**src/rtl/csi_frame_capture.sv**
```systemverilog
// CSI-2 image-data capture into a dual-bank frame RAM, with frame skip, single-shot/continuous
// modes, geometry error flags and display-side read-address generation.
module csi_frame_capture #(
  parameter int unsigned H_ACTIVE     = 640,
  parameter int unsigned V_ACTIVE     = 480,
  parameter int unsigned PIX_PER_BEAT = 4,
  parameter int unsigned DATA_W       = 32,
  parameter int unsigned SKIP_FRAMES  = 2,
  parameter int unsigned DOUBLE_BUF   = 1,
  parameter int unsigned COORD_W      = 10,
  localparam int unsigned BPL = H_ACTIVE / PIX_PER_BEAT,
  localparam int unsigned WA  = $clog2(V_ACTIVE * BPL),
  localparam int unsigned AW  = DOUBLE_BUF + WA,
  localparam int unsigned LW  = (PIX_PER_BEAT > 1) ? $clog2(PIX_PER_BEAT) : 1
) (
  input  logic               clk,
  input  logic               rst,
  input  logic               enable,
  input  logic               mode,
  input  logic               arm,
  input  logic               frame_start,
  input  logic               frame_end,
  input  logic               line_start,
  input  logic               line_end,
  input  logic               data_valid,
  input  logic [DATA_W-1:0]  data,
  output logic               wr_en,
  output logic [AW-1:0]      wr_addr,
  output logic [DATA_W-1:0]  wr_data,
  input  logic [COORD_W-1:0] rd_x,
  input  logic [COORD_W-1:0] rd_y,
  output logic [AW-1:0]      rd_addr,
  output logic [LW-1:0]      rd_lane,
  output logic               frame_valid,
  output logic               busy,
  output logic               frame_done,
  output logic [15:0]        frame_count,
  output logic               err_overrun,
  output logic               err_short
);

  localparam int unsigned FW = V_ACTIVE * BPL;
  localparam int unsigned CW = $clog2(BPL + 1);
  localparam int unsigned RW = $clog2(V_ACTIVE + 1);
  localparam int unsigned NW = $clog2(FW + 2);
  localparam int unsigned SW = (SKIP_FRAMES > 0) ? $clog2(SKIP_FRAMES + 1) : 1;
  localparam int unsigned SH = $clog2(PIX_PER_BEAT);

  localparam logic [CW-1:0] BPL_C  = CW'(BPL);
  localparam logic [RW-1:0] V_C    = RW'(V_ACTIVE);
  localparam logic [NW-1:0] FW_C   = NW'(FW);
  localparam logic [SW-1:0] SKIP_C = SW'(SKIP_FRAMES);
  localparam logic [WA-1:0] BPL_W  = WA'(BPL);
  localparam logic          DB     = (DOUBLE_BUF != 0);

  typedef enum logic [2:0] {IDLE, SKIP, WAIT_FS, CAPTURE, DONE} state_t;

  state_t        state;
  logic          wbank;
  logic          display_bank;
  logic          armed;
  logic [CW-1:0] col;
  logic [RW-1:0] row;
  logic [NW-1:0] wcount;
  logic [SW-1:0] skip_cnt;

  logic          beat_ok;
  logic [WA-1:0] widx;
  logic [NW-1:0] wc_next;
  logic [WA-1:0] rd_word;

  // The written count saturates one past a full frame so over-long frames never alias to "full".
  always_comb begin
    beat_ok = data_valid && (col < BPL_C) && (row < V_C);
    widx    = WA'(row) * BPL_W + WA'(col);
    wc_next = (beat_ok && (wcount <= FW_C)) ? wcount + 1'b1 : wcount;
    rd_word = WA'(rd_y) * BPL_W + WA'(rd_x >> SH);
  end

  always_ff @(posedge clk) begin
    if (rst) begin
      state        <= IDLE;
      wbank        <= 1'b0;
      display_bank <= DB;
      armed        <= 1'b0;
      col          <= '0;
      row          <= '0;
      wcount       <= '0;
      skip_cnt     <= '0;
      wr_en        <= 1'b0;
      wr_addr      <= '0;
      wr_data      <= '0;
      rd_addr      <= '0;
      rd_lane      <= '0;
      frame_valid  <= 1'b0;
      busy         <= 1'b0;
      frame_done   <= 1'b0;
      frame_count  <= '0;
      err_overrun  <= 1'b0;
      err_short    <= 1'b0;
    end else begin
      wr_en      <= 1'b0;
      frame_done <= 1'b0;
      rd_addr    <= AW'({display_bank, rd_word});
      rd_lane    <= (PIX_PER_BEAT > 1) ? LW'(rd_x) : '0;

      if (!enable) begin
        state <= IDLE;
        busy  <= 1'b0;
      end else begin
        if (arm)
          armed <= 1'b1;
        unique case (state)
          IDLE: begin
            skip_cnt <= '0;
            state    <= (SKIP_FRAMES == 0) ? WAIT_FS : SKIP;
          end
          SKIP: begin
            if (frame_end) begin
              skip_cnt <= skip_cnt + 1'b1;
              if (skip_cnt == SKIP_C - 1'b1)
                state <= WAIT_FS;
            end
          end
          WAIT_FS: begin
            if (frame_start && (mode || armed)) begin
              state  <= CAPTURE;
              busy   <= 1'b1;
              armed  <= 1'b0;
              col    <= '0;
              row    <= '0;
              wcount <= '0;
            end
          end
          CAPTURE: begin
            if (frame_start) begin
              col       <= '0;
              row       <= '0;
              wcount    <= '0;
              err_short <= 1'b1;
            end else begin
              // Beat uses the current position; line markers then reposition for the next beat.
              if (data_valid) begin
                if (beat_ok) begin
                  wr_en   <= 1'b1;
                  wr_addr <= AW'({wbank, widx});
                  wr_data <= data;
                  col     <= col + 1'b1;
                end else begin
                  err_overrun <= 1'b1;
                end
              end
              wcount <= wc_next;
              if (line_start)
                col <= '0;
              if (line_end) begin
                col <= '0;
                if (row < V_C)
                  row <= row + 1'b1;
              end
              if (frame_end) begin
                if (wc_next == FW_C) begin
                  frame_done  <= 1'b1;
                  frame_count <= frame_count + 16'd1;
                  frame_valid <= 1'b1;
                  if (DB) begin
                    display_bank <= wbank;
                    wbank        <= ~wbank;
                  end
                end else begin
                  err_short <= 1'b1;
                end
                state <= mode ? WAIT_FS : DONE;
                busy  <= 1'b0;
              end
            end
          end
          DONE: begin
            if (arm)
              state <= WAIT_FS;
          end
          default: state <= IDLE;
        endcase
      end
    end
  end

endmodule
```
**config.mk**
```make
export PLATFORM = sky130hd
export DESIGN_NAME = csi_frame_capture
export DESIGN_NICKNAME = d
export VERILOG_FILES = /design/src/rtl/csi_frame_capture.sv
export SDC_FILE = /design/constraint.sdc
export NUM_CORES = 1
export LEC_CHECK = 0
export CAP_MARGIN = 20
export CORE_UTILIZATION = 51
export CTS_CLUSTER_SIZE = 28
export DETAILED_ROUTE_END_ITERATION = 7
export PLACE_DENSITY_LB_ADDON = 0.12
export SLEW_MARGIN = 20
export SYNTH_ARGS = -nofsm -noshare
export SYNTH_HDL_FRONTEND = slang
export SYNTH_SLANG_ARGS = --single-unit
export TNS_END_PERCENT = 100
```
**constraint.sdc**
```tcl
create_clock -name clk -period 4.1 [get_ports clk]
set_input_delay 0.82 -clock clk [delete_from_list [all_inputs] [get_ports clk]]
set_output_delay 0.82 -clock clk [all_outputs]
set_load 0.01 [all_outputs]
```
# == Word-level counts from Yosys, hierarchy flattened ==
# Index checks and enable logic that the tools add are counted.
# word_totals
reg_bits,134
latch_bits,0
mem_bits_rw,0
romBits,0
in_bits,62
output_inout_bits,92
word_cells,115
n_memories,0
# classes
addsub,7
n_mul,2
div_mod_pow,0
n_lt_le_gt_ge,3
eq_ne,17
n_shift,0
muxes,38
bitwise,7
n_reduce_logical,22
# op_table
op,count
$mux 17,3
$mux 8,6
$mux 9,4
$add 17x8->17,2
$pmux 17 s2,1
$reduce_and 5->1,5
$mux 3,7
$pmux 9 s2,1
$add 17x1->17 const B,1
$eq 17x17->1 const B,1
$le 17x17->1 const B,1
$add 16x1->16 const B,1
$pmux 8 s2,1
$pmux 3 s5,1
$ne 2x2->1 const B,7
$mul 10x3->12 const B,1
$mul 9x3->12 const B,1
$mux 1,11
$ne 5x5->1 const B,2
$reduce_or 5->1,2
$add 9x1->9 const B,1
$lt 9x9->1 const B,1
$add 8x1->8 const B,1
$lt 8x8->1 const B,1
18 further kinds,33

# == Depth between registers and ports, before layout ==
# Gate-level depths: netlist of the first run.
# logic_depth
ltp_word,9
depth_mapped,11
depth_no_buf,11

# == Worst setup path after synthesis of the first run ==
# No wires, ideal clock.
# synth_timing
kind,register to register
start,reg wcount[0]
end,reg frame_count[14]
setup_ns,0.121
t_arrival_ns,3.305
required_time_ns,3.979
path_slack_ns,0.674
path_stages_with_launch,11
n_path_buf,1
synth_period_minus_slack_ns,3.426
path_cell_list,dfxtp_1 -> inv_1 -> ha_1 -> and4bb_2 -> nand4_4 -> a2111oi_0 -> mux2_2 -> or4_4 -> buf_6 -> nor4_1 -> mux2_2
# synth_via
elab_chain_len,5
elab_cells_between_ends,6
cone_classes,add/sub: 1; order compare: 1; eq/ne: 1; mux: 1; reduce/logical: 2
# synth_rtl
element,line_no,source
from (decl),64,logic [NW-1:0] wcount;
from (signal assigned),153,wcount <= wc_next;
$le 17x17->1,76,wc_next = (beat_ok && (wcount <= FW_C)) ? wcount + 1'b1 : wcount;
$logic_and 1x1->1,76,
$mux 17 (*),76,
$eq 17x17->1 (*),162,if (wc_next == FW_C) begin
$reduce_and 5->1 (no line) (*),-,
to (signal assigned),164,frame_count <= frame_count + 16'd1;
to (decl),37,"output logic [15:0] frame_count,"
# Every way passes the cells marked *; elsewhere a longest branch is shown, timed or not.
# A chain may end at the register's enable or synchronous reset.

# == Worst setup path in the final report of the first run ==
# layout_timing
start,reg wcount[0]
end,reg frame_count[15]
# Same word-level chain as after synthesis.

==> flow_summary_export.csv, run 1 <==
group,metric,value,unit
floorplan,io-pin-count,154,
route,wl_per_cell,14.6,um
floorplan,die_x,120,um
floorplan,initial_utilization,52.8,%
route,routed_wl,17200,um
route,ant_nets,0,
worst_setup_path,worstSetupEndpointType,"flop",
worst_setup_path,crit_path_frequent_cell,"mux2_2",
finish,drive_gt1_share,8.16,%
global_route,use_met1,31.8,%
placement,portBuffers,153,
timing,finalSetupViolCount,0,
yosys,postSynthNetCount,961,
yosys,synth_cells,853,
route,drt-vias-per-instance,5.59,
timing,timing.final.crit_share,87.4,%
finish,nNetsFinal,1102,
worst_setup_path,crit_arrival,3.89,ns
floorplan,dieArea,14300,um2
floorplan,row_count,42,
finish,syn2layout_area_growth,32.9,%
finish,multiInputGateArea,4090,um2
yosys,ys.flop_type,"dfxtp_1",
yosys,yosysUniqueCellTypes,66,
power_and_ir_drop,powerDensity,357,nW/um2
clock_network,postCtsSetupBuffers,0,
yosys,yosys_register_bits,134,
yosys,synth_warnings,0,
timing,clock_skew,0.00656,ns
finish,fillCellCount,1091,
clock_network,clkTransAtPathRegs,0.06,ns
global_route,grt_pass1_wl,28700,um
worst_setup_path,path_buf_inv,2,
timing,final.setup.tns,0,ns
placement,preCtsSetupSlack,0.216,ns
worst_setup_path,slowest_delay,0.68,ns
worst_setup_path,worstPathCellList,"inv_1 > ha_1 > and4bb_2 > nand4_4 > a2111oi_0 > buf_4 > mux2_2 > or4_4 > nor4_1 > mux2_2",
timing,worst_pin_slew,0.806,ns
finish,insertedDiodeCount,0,
yosys,syn_avg_cell_area,8.29,um2
floorplan,core_area,13400,um2
global_route,gr-usage-all-layers,24.8,%
clock_network,cts_buffer_depth,2,
clock_network,ctsRootBufferMaster,"clkbuf_16",
worst_setup_path,critPathMaxFanout,26,
clock_network,cts_tree,"yes",
worst_setup_path,crit_slowest_cell,"or4_4",
global_route,grt_max_degree,82,
clock_network,ctsResizeCount,0,
timing,fmax,279,MHz
global_route,grt_pass1_vias,5997,
timing,relSlewSlack,46.3,%
global_route,grt_overflow,0,
hold_path,hold_class,"reg -> reg",
global_route,top_usage_layer,"met2",
timing,slew_violations,0,
global_route,use_met2,40.9,%
placement,place_congestion,0.825,
timing,fin_ws,0.517,ns
placement,hpwlAfterDp,12000,um
clock_network,worst_skew_pair.late_latency,0.42,ns
timing,period_minus_slack,3.58,ns
route,route.vias.total,6602,
timing,hold_viol_final,0,
clock_network,cts_buffers,17,
run,maxCapViolations,0,
worst_setup_path,worst_ep_required_time,4.41,ns
worst_setup_path,crit_type,"reg -> reg",
worst_setup_path,critPathTopFamily,"simple AND/OR/NAND/NOR gates",
worst_setup_path,startpoint_type,"flop",
global_route,antenna_found_initial,0,
clock_network,postCtsHoldBufs,0,
yosys,synth-edff-count,0,
power_and_ir_drop,vdd_drop_max,0.000247,V
power_and_ir_drop,total_power,3350,uW
floorplan,die_h,120,um
route,drt_iter0_markers,436,
clock_network,htreeDepth,4,
route,firstDrtPassIters,5,
yosys,synth_area,7070,um2
outcome,status,"finished, final reports clean",
timing,rsz0062_at_grt,"false",
clock_network,clock_sinks,134,
yosys,seq_area_frac_synth,37.9,%
power_and_ir_drop,p_leak,0.00348,uW
finish,layout.area.seq,2680,um2
timing,whs,0.452,ns
route,drc_errors,0,
yosys,ys_async_sr_fraction,0,%
global_route,met3_usage,6.27,%
==> worst register-to-register path: stages (launching register included) <==
cell and delay, ns:
dfxtp_1 0.34, inv_1 0.10, ha_1 0.14, and4bb_2 0.25, nand4_4 0.18, a2111oi_0 0.47
buf_4 0.19, mux2_2 0.36, or4_4 0.68, nor4_1 0.38, mux2_2 0.37
==> registers in the layout, summed over array words and instances, names as in the netlist <==
register      count
row               9
state             3
rd_lane           2
wcount           17
wr_data          32
frame_valid       1
col               8
wbank             1
err_short         1
wr_addr          18
skip_cnt          2
err_overrun       1
frame_count      16
wr_en             1
rd_addr          18
display_bank      1
busy              1
armed             1
frame_done        1
==> path summary, 6_finish.rpt <==
kind	from	end	slack (ns)	cells after the start
worst max-delay path	wcount[0]	frame_count[15]	0.52	10
worst min-delay path	skip_cnt[1]	skip_cnt[1]	0.45	2
worst min register to register	skip_cnt[1]	skip_cnt[1]	0.45	2
worst max register to register	wcount[0]	frame_count[15]	0.52	10
==> power by group <==
part	internal (uW)	switching [uW]	total, uW
logic	162	152	314
clock network	1130	567	1700
registers	1330	10.4	1340
total	2620	730	3350
==> synth_stat cells (all sizes together) (3+ instances only) <==
master	number	area [um2]
o211ai	3	22.5
a211oi	8	60.1
nor3b	3	22.5
mux2i	7	70.1
mux2	4	45.0
a311oi	8	70.1
ha	42	526
and3	10	62.6
a21o	11	82.6
xnor2	17	149
o21a	4	30.0
inv	27	101
and2	6	37.5
nand3b	4	30.0
buf	15	91.3
nor4	8	65.1
nand3	19	100
o21ai	35	175
nand4	20	140
clkbuf	32	120
a31oi	5	31.3
nor3	21	105
a2111oi	3	45.1
or3b	3	26.3
or2	12	75.1
nor2	76	288
or3	11	68.8
dfxtp	134	2680
o41ai	8	70.1
xor2	17	149
a21oi	94	482
o311ai	9	78.8
or4	4	33.8
nor2b	20	125
fa	4	80.1
o31ai	4	30.0
nand2	118	443
nand2b	4	25.0
==> logic make-up after synthesis <==
logic type | after synthesis | share of synthesized area (%)
AND/OR/NAND/NOR | 346 | 24.5
adder cells (fa/ha/maj) | 46 | 8.56
multiplexers | 11 | 1.63
buffers and inverters | 74 | 4.42
AO/OA/AOI/OAI | 208 | 18.7
XOR/XNOR | 34 | 4.21
flip-flops | 134 | 37.9
==> layer usage <==
metal  up-vias  part of all wire, %
met4         0                  1.0
met3        19                  6.1
li1       3319                    -
met2       202                   47
met1      3062                   46
met5         -                    0
==> layout by cell type, fill, tap and decap left out, types with 17 or more instances in the layout <==
master / synthesis / routed
clkbuf_16: 0 / 17
nand4_1: 19 / 19
inv_1: 27 / 27
nor2b_1: 20 / 20
o21ai_0: 34 / 34
nand3_1: 18 / 18
nand2_1: 118 / 118
nor2_1: 75 / 74
clkdlybuf4s50_1: 0 / 152
buf_4: 1 / 17
dfxtp_1: 134 / 134
nor3_1: 21 / 20
xnor2_1: 17 / 17
a21oi_1: 93 / 93
xor2_1: 17 / 17
ha_1: 42 / 42
==> layout make-up <==
cell class              count  share of cell area, %
clock buffers              17                   4.53
multi-input cells         645                   43.5
clock inverters            13                   2.44
flip-flops and latches    134                   28.6
repair buffers            169                   17.6
well taps                 176                   2.34
inverters                  27                   1.08
==> metrics by stage <==
step | instances | instance area [um2] | utilization, %
after global placement | 1151 | 8740 | 65.2
after detailed placement | 1151 | 8740 | 65.2
after floorplan | 853 | 7070 | -
final | 1181 | 9400 | 70.1
after global routing | 1181 | 9400 | 70.1
after CTS | 1181 | 9400 | 70.1
Note: power is estimated with default switching activity, not from simulation.
==> run 2, diff against run 1 <==
Settings changed: HOLD_SLACK_MARGIN from default to 0.05.
==> results of run 2 <==
The final DEF is identical to that of run 1; final timing and power are the same.
